--- src/rtl/gcm_pkg.sv ---
// Shared definitions for the GHASH sequencer: state encoding, block width and
// helpers for byte masking and building the len(A)||len(C) block.
package gcm_pkg;

   localparam int GCM_BLK_W = 128;

   // Reduction constant for the bit-reflected GCM field representation
   localparam logic [GCM_BLK_W-1:0] GCM_R = {8'he1, 120'h0};

   typedef enum logic [2:0] {
      ST_IDLE     = 3'd0,
      ST_START    = 3'd1,
      ST_MUL      = 3'd2,
      ST_CAPTURE  = 3'd3,
      ST_LEN      = 3'd4,
      ST_FINISHED = 3'd5
   } ghash_state_t;

   function automatic logic [4:0] norm_bytes(input logic [4:0] n);
      return (n == 5'd0 || n > 5'd16) ? 5'd16 : n;
   endfunction

   function automatic logic [7:0] blk_bits(input logic [4:0] n);
      return {norm_bytes(n), 3'b000};
   endfunction

   // Byte 0 lives in bits [127:120]; bytes at index >= n are zeroed
   function automatic logic [GCM_BLK_W-1:0] mask_bytes(input logic [GCM_BLK_W-1:0] data,
                                                       input logic [4:0] n);
      logic [4:0]           nb;
      logic [GCM_BLK_W-1:0] m;
      nb = norm_bytes(n);
      m  = data;
      for (int i = 0; i < 16; i++) begin
         if (5'(i) >= nb) m[GCM_BLK_W-1-8*i -: 8] = 8'h00;
      end
      return m;
   endfunction

   function automatic logic [GCM_BLK_W-1:0] len_block(input logic [63:0] len_a,
                                                      input logic [63:0] len_c);
      return {len_a, len_c};
   endfunction

endpackage

--- src/rtl/galois_mul.sv ---
// Bit-serial GF(2^128) multiplier in GCM bit order. While rst is high the
// operands are loaded; z is final once valid rises.
module galois_mul
   import gcm_pkg::*;
(
   input  logic                 clk,
   input  logic                 rst,
   input  logic [GCM_BLK_W-1:0] x,
   input  logic [GCM_BLK_W-1:0] y,
   output logic [GCM_BLK_W-1:0] z,
   output logic                 valid
);

   logic [GCM_BLK_W-1:0] x_sh, v_q, z_q;
   logic [7:0]           cnt;

   function automatic logic [GCM_BLK_W-1:0] v_shift(input logic [GCM_BLK_W-1:0] v);
      return v[0] ? ((v >> 1) ^ GCM_R) : (v >> 1);
   endfunction

   // The load edge already consumes bit 0 of X, so 127 further steps finish
   // the product and the controller sees a 130-cycle block occupancy.
   always_ff @(posedge clk) begin
      if (rst) begin
         z_q  <= x[GCM_BLK_W-1] ? y : '0;
         v_q  <= v_shift(y);
         x_sh <= x << 1;
         cnt  <= 8'd1;
      end else if (cnt != 8'd128) begin
         z_q  <= x_sh[GCM_BLK_W-1] ? (z_q ^ v_q) : z_q;
         v_q  <= v_shift(v_q);
         x_sh <= x_sh << 1;
         cnt  <= cnt + 8'd1;
      end
   end

   assign z     = z_q;
   assign valid = (cnt == 8'd128);

endmodule

--- src/rtl/ghash_ctrl.sv ---
// GHASH sequencer: accepts AAD/CT blocks, runs Y <= (Y ^ blk) * H on the
// bit-serial multiplier and optionally appends the len(A)||len(C) block.
//
// state    | meaning
// IDLE     | waiting for a block (blk_ready=1)
// START    | multiplier load cycle (X=Xop, Y=H)
// MUL      | multiplier running, wait for valid
// CAPTURE  | Y <= product, choose next pass
// LEN      | build Xop from the length block
// FINISHED | done=1, ghash_out holds the tag input until init
module ghash_ctrl
   import gcm_pkg::*;
#(
   parameter int CNT_W    = 39,
   parameter bit AUTO_LEN = 1'b1
) (
   input  logic                 clk,
   input  logic                 rst,
   input  logic [GCM_BLK_W-1:0] h_in,
   input  logic                 h_load,
   input  logic                 init,
   input  logic [GCM_BLK_W-1:0] blk_data,
   input  logic [4:0]           blk_bytes,
   input  logic                 blk_is_ct,
   input  logic                 blk_last,
   input  logic                 blk_valid,
   output logic                 blk_ready,
   output logic [GCM_BLK_W-1:0] ghash_out,
   output logic                 done,
   output logic                 busy,
   output logic                 err
);

   ghash_state_t state, state_nx;

   logic [GCM_BLK_W-1:0] y_q, h_q, xop_q, z, y_b;
   logic [CNT_W-1:0]     len_a, len_c, len_a_b, len_c_b;
   logic                 ct_seen, ct_seen_b, last_q, last_len;
   logic                 mult_valid, mult_rst;
   logic                 idle_like, do_init, do_hload, xfer, drop;

   assign idle_like = (state == ST_IDLE) || (state == ST_FINISHED);
   assign do_init   = init & idle_like;
   assign do_hload  = h_load & idle_like;
   assign xfer      = blk_valid & blk_ready & (state == ST_IDLE);

   // A block accepted together with init sees the freshly cleared message state
   assign y_b       = do_init ? '0 : y_q;
   assign len_a_b   = do_init ? '0 : len_a;
   assign len_c_b   = do_init ? '0 : len_c;
   assign ct_seen_b = do_init ? 1'b0 : ct_seen;
   assign drop      = xfer & ~blk_is_ct & ct_seen_b;

   assign mult_rst  = rst | (state == ST_START);

   galois_mul u_mul (
      .clk   (clk),
      .rst   (mult_rst),
      .x     (xop_q),
      .y     (h_q),
      .z     (z),
      .valid (mult_valid)
   );

   always_comb begin
      state_nx = state;
      case (state)
         ST_IDLE: begin
            if (xfer) begin
               if (!drop)         state_nx = ST_START;
               else if (blk_last) state_nx = AUTO_LEN ? ST_LEN : ST_FINISHED;
            end
         end
         ST_START:   state_nx = ST_MUL;
         ST_MUL:     if (mult_valid) state_nx = ST_CAPTURE;
         ST_CAPTURE: begin
            if (last_len)    state_nx = ST_FINISHED;
            else if (last_q) state_nx = AUTO_LEN ? ST_LEN : ST_FINISHED;
            else             state_nx = ST_IDLE;
         end
         ST_LEN:      state_nx = ST_START;
         ST_FINISHED: if (do_init) state_nx = ST_IDLE;
         default:     state_nx = ST_IDLE;
      endcase
   end

   always_ff @(posedge clk) begin
      if (rst) begin
         state     <= ST_IDLE;
         blk_ready <= 1'b0;
         done      <= 1'b0;
         busy      <= 1'b0;
      end else begin
         state     <= state_nx;
         blk_ready <= (state_nx == ST_IDLE);
         done      <= (state_nx == ST_FINISHED);
         busy      <= !((state_nx == ST_IDLE) || (state_nx == ST_FINISHED));
      end
   end

   always_ff @(posedge clk) begin
      if (rst) begin
         y_q      <= '0;
         h_q      <= '0;
         xop_q    <= '0;
         len_a    <= '0;
         len_c    <= '0;
         ct_seen  <= 1'b0;
         last_q   <= 1'b0;
         last_len <= 1'b0;
         err      <= 1'b0;
      end else begin
         if (do_hload) h_q <= h_in;
         if (do_init) begin
            y_q      <= '0;
            len_a    <= '0;
            len_c    <= '0;
            ct_seen  <= 1'b0;
            last_q   <= 1'b0;
            last_len <= 1'b0;
            err      <= 1'b0;
         end
         case (state)
            ST_IDLE: begin
               if (xfer) begin
                  if (drop) begin
                     err <= 1'b1;
                  end else begin
                     xop_q  <= y_b ^ mask_bytes(blk_data, blk_bytes);
                     last_q <= blk_last;
                     if (blk_is_ct) begin
                        len_c   <= len_c_b + CNT_W'(blk_bits(blk_bytes));
                        ct_seen <= 1'b1;
                     end else begin
                        len_a <= len_a_b + CNT_W'(blk_bits(blk_bytes));
                     end
                  end
               end
            end
            ST_LEN: begin
               xop_q    <= y_q ^ len_block(64'(len_a), 64'(len_c));
               last_len <= 1'b1;
            end
            ST_CAPTURE: y_q <= z;
            default: ;
         endcase
      end
   end

   assign ghash_out = y_q;

endmodule

--- config.mk ---
export PLATFORM = sky130hd
export DESIGN_NAME = ghash_ctrl
export DESIGN_NICKNAME = d
export VERILOG_FILES = /design/src/rtl/gcm_pkg.sv /design/src/rtl/galois_mul.sv /design/src/rtl/ghash_ctrl.sv
export SDC_FILE = /design/constraint.sdc
export NUM_CORES = 2
export LEC_CHECK = 0
export ABC_AREA = 1
export BUFFER_PORTS_ARGS = -buffer_cell sky130_fd_sc_hd__clkbuf_2
export CAP_MARGIN = 15
export CORE_MARGIN = 3
export CORE_UTILIZATION = 30
export DETAILED_ROUTE_END_ITERATION = 10
export PLACE_DENSITY_LB_ADDON = 0.1
export SETUP_SLACK_MARGIN = 0.1
export SYNTH_ARGS = -nofsm -noshare
export SYNTH_HDL_FRONTEND = slang
export SYNTH_SLANG_ARGS = --single-unit
--- constraint.sdc ---
create_clock -name clk -period 12.7 [get_ports clk]
set_clock_uncertainty 0.05 [all_clocks]
set_input_delay 2.54 -clock clk [delete_from_list [all_inputs] [get_ports clk]]
set_output_delay 2.54 -clock clk [all_outputs]
set_load 0.01 [all_outputs]
After elaboration in Yosys (flattened, before gate mapping)
Cells that the tools add are included.
{ "word_totals": {"mem_bits_ro": 0, "regBits": 863, "latchBits": 0, "in_bits": 268, "n_memories": 0, "mem_bits_rw": 0} }
{ "classes": {"shifts": 0, "reduce_logical": 13, "n_mux": 129, "eq_ne": 10, "magnitude_cmp": 17, "bitwise": 13, "n_mul": 0, "n_addsub": 3, "div_mod_pow": 0} }
{ "op_table": {"columns": ["operator", "n"], "rows": [
  ["128-bit 2-to-1 mux", 14],
  ["8-bit 2-to-1 mux", 80],
  ["39-bit 2-to-1 mux", 10],
  ["128-bit one-hot mux with 2 select lines", 1],
  ["128-bit XOR", 2],
  ["128-bit by 103-bit XOR with 128-bit output", 1],
  ["39-bit by 8-bit adder with 39-bit output", 2],
  ["4-bit by 5-bit >= comparator with 1-bit output, first input constant", 8],
  ["3-bit 2-to-1 mux", 7],
  ["3-bit by 5-bit >= comparator with 1-bit output, first input constant", 4],
  ["3-bit one-hot mux with 6 select lines", 1],
  ["1-bit 2-to-1 mux", 15],
  ["1-bit by 5-bit >= comparator with 1-bit output, first input constant", 2],
  ["2-bit by 5-bit >= comparator with 1-bit output, first input constant", 2],
  ["3-bit equality test, second input constant", 3],
  ["8-bit by 1-bit adder with 8-bit output, second input constant", 1],
  ["8-bit equality test, second input constant", 1],
  ["8-bit != test, second input constant", 1],
  ["3-bit NOT with 4-bit output", 2],
  ["2-bit nonzero test", 4],
  ["1-bit bitwise AND", 6],
  ["3-bit by 2-bit equality test with 1-bit output, second input constant", 2],
  ["3-bit logical NOT", 2],
  ["5-bit greater-than comparator, second input constant", 1],
  ["10 further kinds", 13]
]} }

Longest topological paths before layout
{ "logic_depth": {"word_depth": 13, "ltp_mapped": 25, "mapped_depth_nobuf": 20} }

Cells and area by module
Synthesis repeated with hierarchy kept, for this count alone.
{ "unflattened": {"cells_unflattened": 4843, "hier_area_um2": 39367.8} }
{ "by_module_without_submodules": {"columns": ["module", "cells_each", "seq_area_each_um2", "instances", "area_per_inst_um2"], "rows": [
  ["ghash_ctrl", 3008, 9328.9, 1, 21389.3],
  ["galois_mul", 1835, 11661.2, 1, 17978.5]
]} }

Worst setup path before layout
Ideal clock, no wire load.
{ "synth_path": {"path_type": "in2reg", "start": "in rst", "end": "reg u_mul.v_q[0] (enable)", "setup_slack_ps": 3962, "required_ps": 12043, "stages": 5, "t_arrival_ps": 8082, "cell_sequence": "clkinv_1 -> nand2_1 -> clkbuf_1 -> nor2_1 -> inv_1"} }
{ "synth_between": {"elab_chain_len": 2} }
{ "synth_rtl": {"columns": ["element", "line", "source"], "rows": [
  ["start, declared", "ghash_ctrl.sv:18", "input logic rst,"],
  ["1-bit OR", "ghash_ctrl.sv:54", "assign mult_rst = rst | (state == ST_START);"],
  ["2-bit nonzero test (no line)", null, null],
  ["end signal, assigned", "galois_mul.sv:26", "v_q <= v_shift(y);"],
  ["end signal, assigned", "galois_mul.sv:31", "v_q <= v_shift(v_q);"],
  ["end, declared", "galois_mul.sv:14", "logic [GCM_BLK_W-1:0] x_sh, v_q, z_q;"]
]} }
Every way passes these cells.
A chain may end at the register's enable or synchronous reset.

Worst setup path after layout
{ "layout_path": {"start": "in rst", "end": "reg u_mul.v_q[25] (enable)"} }
Same word-level chain as after synthesis.

==> results by group <==
STA
  – Max Slew Vio Count: 0
  – Crit path time final: between 5 and 6 ns
  – Period utilization: between 40% and 50%
  – Setup TNS: 0 ns
  – Top achievable clock speed: ~190 MHz
  – Slew margin rel.: about a tenth
  – Final-report hold violation count: 0
  – Final setup fails: 0
  – Least-Margin Pin Slew: around 1.4 ns
  – Unrepaired setup endpoints after global routing: false
  – Fin worst setup slack: about 7.3 ns

Clock tree
  – Post-CTS Hold Fix Bufs: 0
  – Postcts setup bufs: 0
  – CTS tree: done
  – Reg clk slew, reported paths: 0.06 ns
  – Post-CTS Resized: 0
  – Clock latency on the worst-skew pair: 0.70 ns
  – Clock root cell: clkbuf_16
  – Clk sinks: roughly 860
  – CTS buffer count: 102
  – Max Buffers Root-to-Sink: 3
  – CTS HTree Levels: 3

Floorplan
  – Die W: 364 um
  – Rows: 130
  – Total Die Area: between 0.1 and 0.15 mm^2
  – Core area: between 0.1 and 0.15 mm^2
  – Initial Utilization: a little under a third
  – Die span in y: roughly 360 um
  – IO Pins: 400

GRT
  – GRT overflow: 0
  – Overall Global Routing Usage: around a fifth
  – Antenna violations before repair: 6
  – Number of global-route vias before repair: between 30000 and 40000
  – First-pass GRT wire length: 198000 um
  – Pin count of the biggest net entering global routing: 207

Worst setup path
  – WP buf/inv: 5
  – Worst setup EP type: flip-flop
  – Critical path, cell by cell: clkbuf_2 -> inv_8 -> nand2_4 -> nor2_1 -> inv_8 -> buf_4 -> buf_4
  – R2r setup slk: between 8 and 9 ns
  – Crit-path leading delay family: buffers and inverters
  – Critical Path RT: ~13 ns
  – Critical R2R Capture: len_c[18]
  – CP arrival: between 5 and 6 ns
  – CP peak stage delay: between 0.7 and 0.8 ns
  – CP Launch Type: input port
  – FF-to-FF Start: state[2]
  – CP Max Fanout: 101
  – Slowest-stage cell, CP: buf_4
  – Setup CP Type: input port to flip-flop
  – FF-to-FF path depth: 19

Logic synthesis
  – Compound-Gate Fraction of Synth Area: a little over an eighth
  – Post-Synth XOR/XNOR Area: 6.97%
  – Syn nets: ~4800
  – Largest family of logic cells by synthesized area: simple AND/OR/NAND/NOR gates
  – Post-Synth Simple-Gate Area: between 20% and 30%
  – Post-synth EDFFs: roughly 380
  – Post-Syn Area: between 0.03 and 0.04 mm^2
  – Mux contribution to synthesized area: 0%
  – Syn Area/Cell: between 8 and 9 um^2
  – Adder-cell share of the synthesized area: 0.462%
  – Ys flop type: dfxtp_1
  – Seq cells post-synth: about 860
  – Netlist cell types: 48
  – Async SR Flop Fraction: 0%
  – Sequential fraction of the synthesis area: a little over half
  – Gate Count Post-Synth: ~4500
  – Number of synthesis warnings: 0

Detailed routing
  – 1st-iter DRT viols: 2306
  – Routed WL per cell: between 20 and 25 um
  – Drt drc: 0
  – TritonRoute pass-1 iters: 7
  – Post-Route WL: about 130000 um
  – Vias: 31400
  – DRT antenna net count: 0
  – Post-DR vias/cell: approximately 4.8

Cells and area
  – Area Overhead vs Synth: 17.4%
  – Fin util: approximately 36%
  – Nets: a little over 5000
  – Layout cells sized above 1: between 10% and 20%
  – Final cell count without fillers: around 6500

Power
  – VDD IR-drop max: 101 uV
  – Pwr dens: about 160 mW/mm^2
  – Leak Pwr: about 19 nW

Min path
  – Hold_sp: xop_q[118]
  – Hold Crit Class: flip-flop to flip-flop
  – Hold Path End: xop_q[118]
  – Worst hold path depth: 2

Flow run
  – Max-cap violations: 0

Placement
  – GPL Wtd Cong: between 0.8 and 0.9
  – HPWL Detailed: about 90000 um
  – Port bufs: 399
  – Dpl cells: 6321
  – Placement Setup Slack: 6.48 ns

Run status
  – Outcome: finished clean
-- area by class of cell --
cell class                 count  area (um^2)
fill                       13300        81300
sequential                   857        21000
antenna                        2         5.00
tap                         1650         2060
multi-input combinational   3222        15800
clock buffer                 156         2950
clock inverter                37          410
timing repair buffer         432         2270
inverter                     160          636
-- metal layers --
layer | part of all wire, % | vias to the layer above | global-route usage, %
li1 | - | 15700 | -
met1 | 49 | 14900 | 28.4
met2 | 44 | 695 | 30.3
met3 | 5.4 | 154 | 3.74
met4 | 2.1 | 0 | 4.73
met5 | 0 | - | 0
-- report_power, final --
group | internal, W | switching, W
combinational | 0.000286 | 0.000475
sequential | 0.00318 | 0.000168
clock | 0.00171 | 0.00124
-- worst max-delay path by stage --
stage,slack [ns],startpoint,to,depth (start not counted)
CTS,7.25,rst,u_mul.v_q[25],7
global route,7.05,rst,u_mul.v_q[23],7
detailed placement,6.48,rst,u_mul.v_q[25],7
global placement,6.54,rst,u_mul.v_q[24],7
floorplan,3.96,rst,u_mul.v_q[0],5
finish,7.31,rst,u_mul.v_q[25],7
-- cells in the mapped netlist (8+ instances only) --
cell         n  share of area, %
nand3_1    120               1.6
nand2_1   1254                12
nor2_1     456               4.5
a22oi_1      8              0.16
o22ai_1    133               2.2
buf_2       28              0.36
xor2_1      82               1.9
inv_1      151               1.5
o21ai_0    420               5.5
edfxtp_1   383                30
clkbuf_1   230               2.2
a21oi_1    337               4.4
o211ai_1    22              0.43
or2_2        8              0.13
nand4_1     42              0.68
a32oi_1      8              0.18
ha_1        11              0.36
nor3_1      18              0.23
dfxtp_1    474                25
xnor2_1    224               5.1
nand2_2      8              0.13
o21bai_1    12              0.23
buf_1        9             0.088
-- registers in the layout (all words and copies together), names as in the netlist --
name        cells
ghash_out     128
h_q           128
u_mul.v_q     128
u_mul.z       128
xop_q         128
u_mul.x_sh    127
len_a          36
len_c          36
u_mul.cnt       8
state           3
blk_ready       1
busy            1
ct_seen         1
done            1
err             1
last_len        1
last_q          1
-- worst min-delay path, cell delays in order, from the launching register on --
cell and delay [ns]:
dfxtp_1 0.30, inv_1 0.05, a21oi_1 0.05
-- placed cells by master, fill, tap and decap left out, types with 5 or more instances in the layout --
cell       count
clkbuf_16    104
ha_1          11
o22ai_1      133
o21ai_0      420
a32oi_1        8
nor3_1        18
clkbuf_2     399
dfxtp_1      474
xnor2_1      224
a22oi_1        8
clkinv_1      11
clkinv_2      15
nand3_1      120
nor2_2         7
nor2_1       456
nand2_1     1250
o211ai_1      22
nor3_2         5
inv_1        147
bufinv_16      5
o21ai_1        7
clkbuf_8      15
nand3b_1       6
xor2_1        82
a31oi_1        6
o21bai_1      12
nand4_1       42
nand2_2        7
buf_4         31
a21oi_1      337
edfxtp_1     383
or2_2          8
clkbuf_1      37
-- metrics by stage --
stage	hold slack, ns	power (W)	instance area (um^2)
after floorplan	0.375	0.00387	38500
after global placement	0.388	0.00417	41800
after detailed placement	0.393	0.00417	41800
after CTS	0.402	0.00716	45100
after global routing	0.430	0.00738	45100
final	0.401	0.00706	45100
-- cell families after synthesis --
family | Yosys count
AND/OR/NAND/NOR | 1942
flip-flops | 857
AO/OA/AOI/OAI | 961
buffers and inverters | 436
adder cells (fa/ha/maj) | 13
XOR/XNOR | 306
No activity file was read; power rests on OpenSTA's default activity.
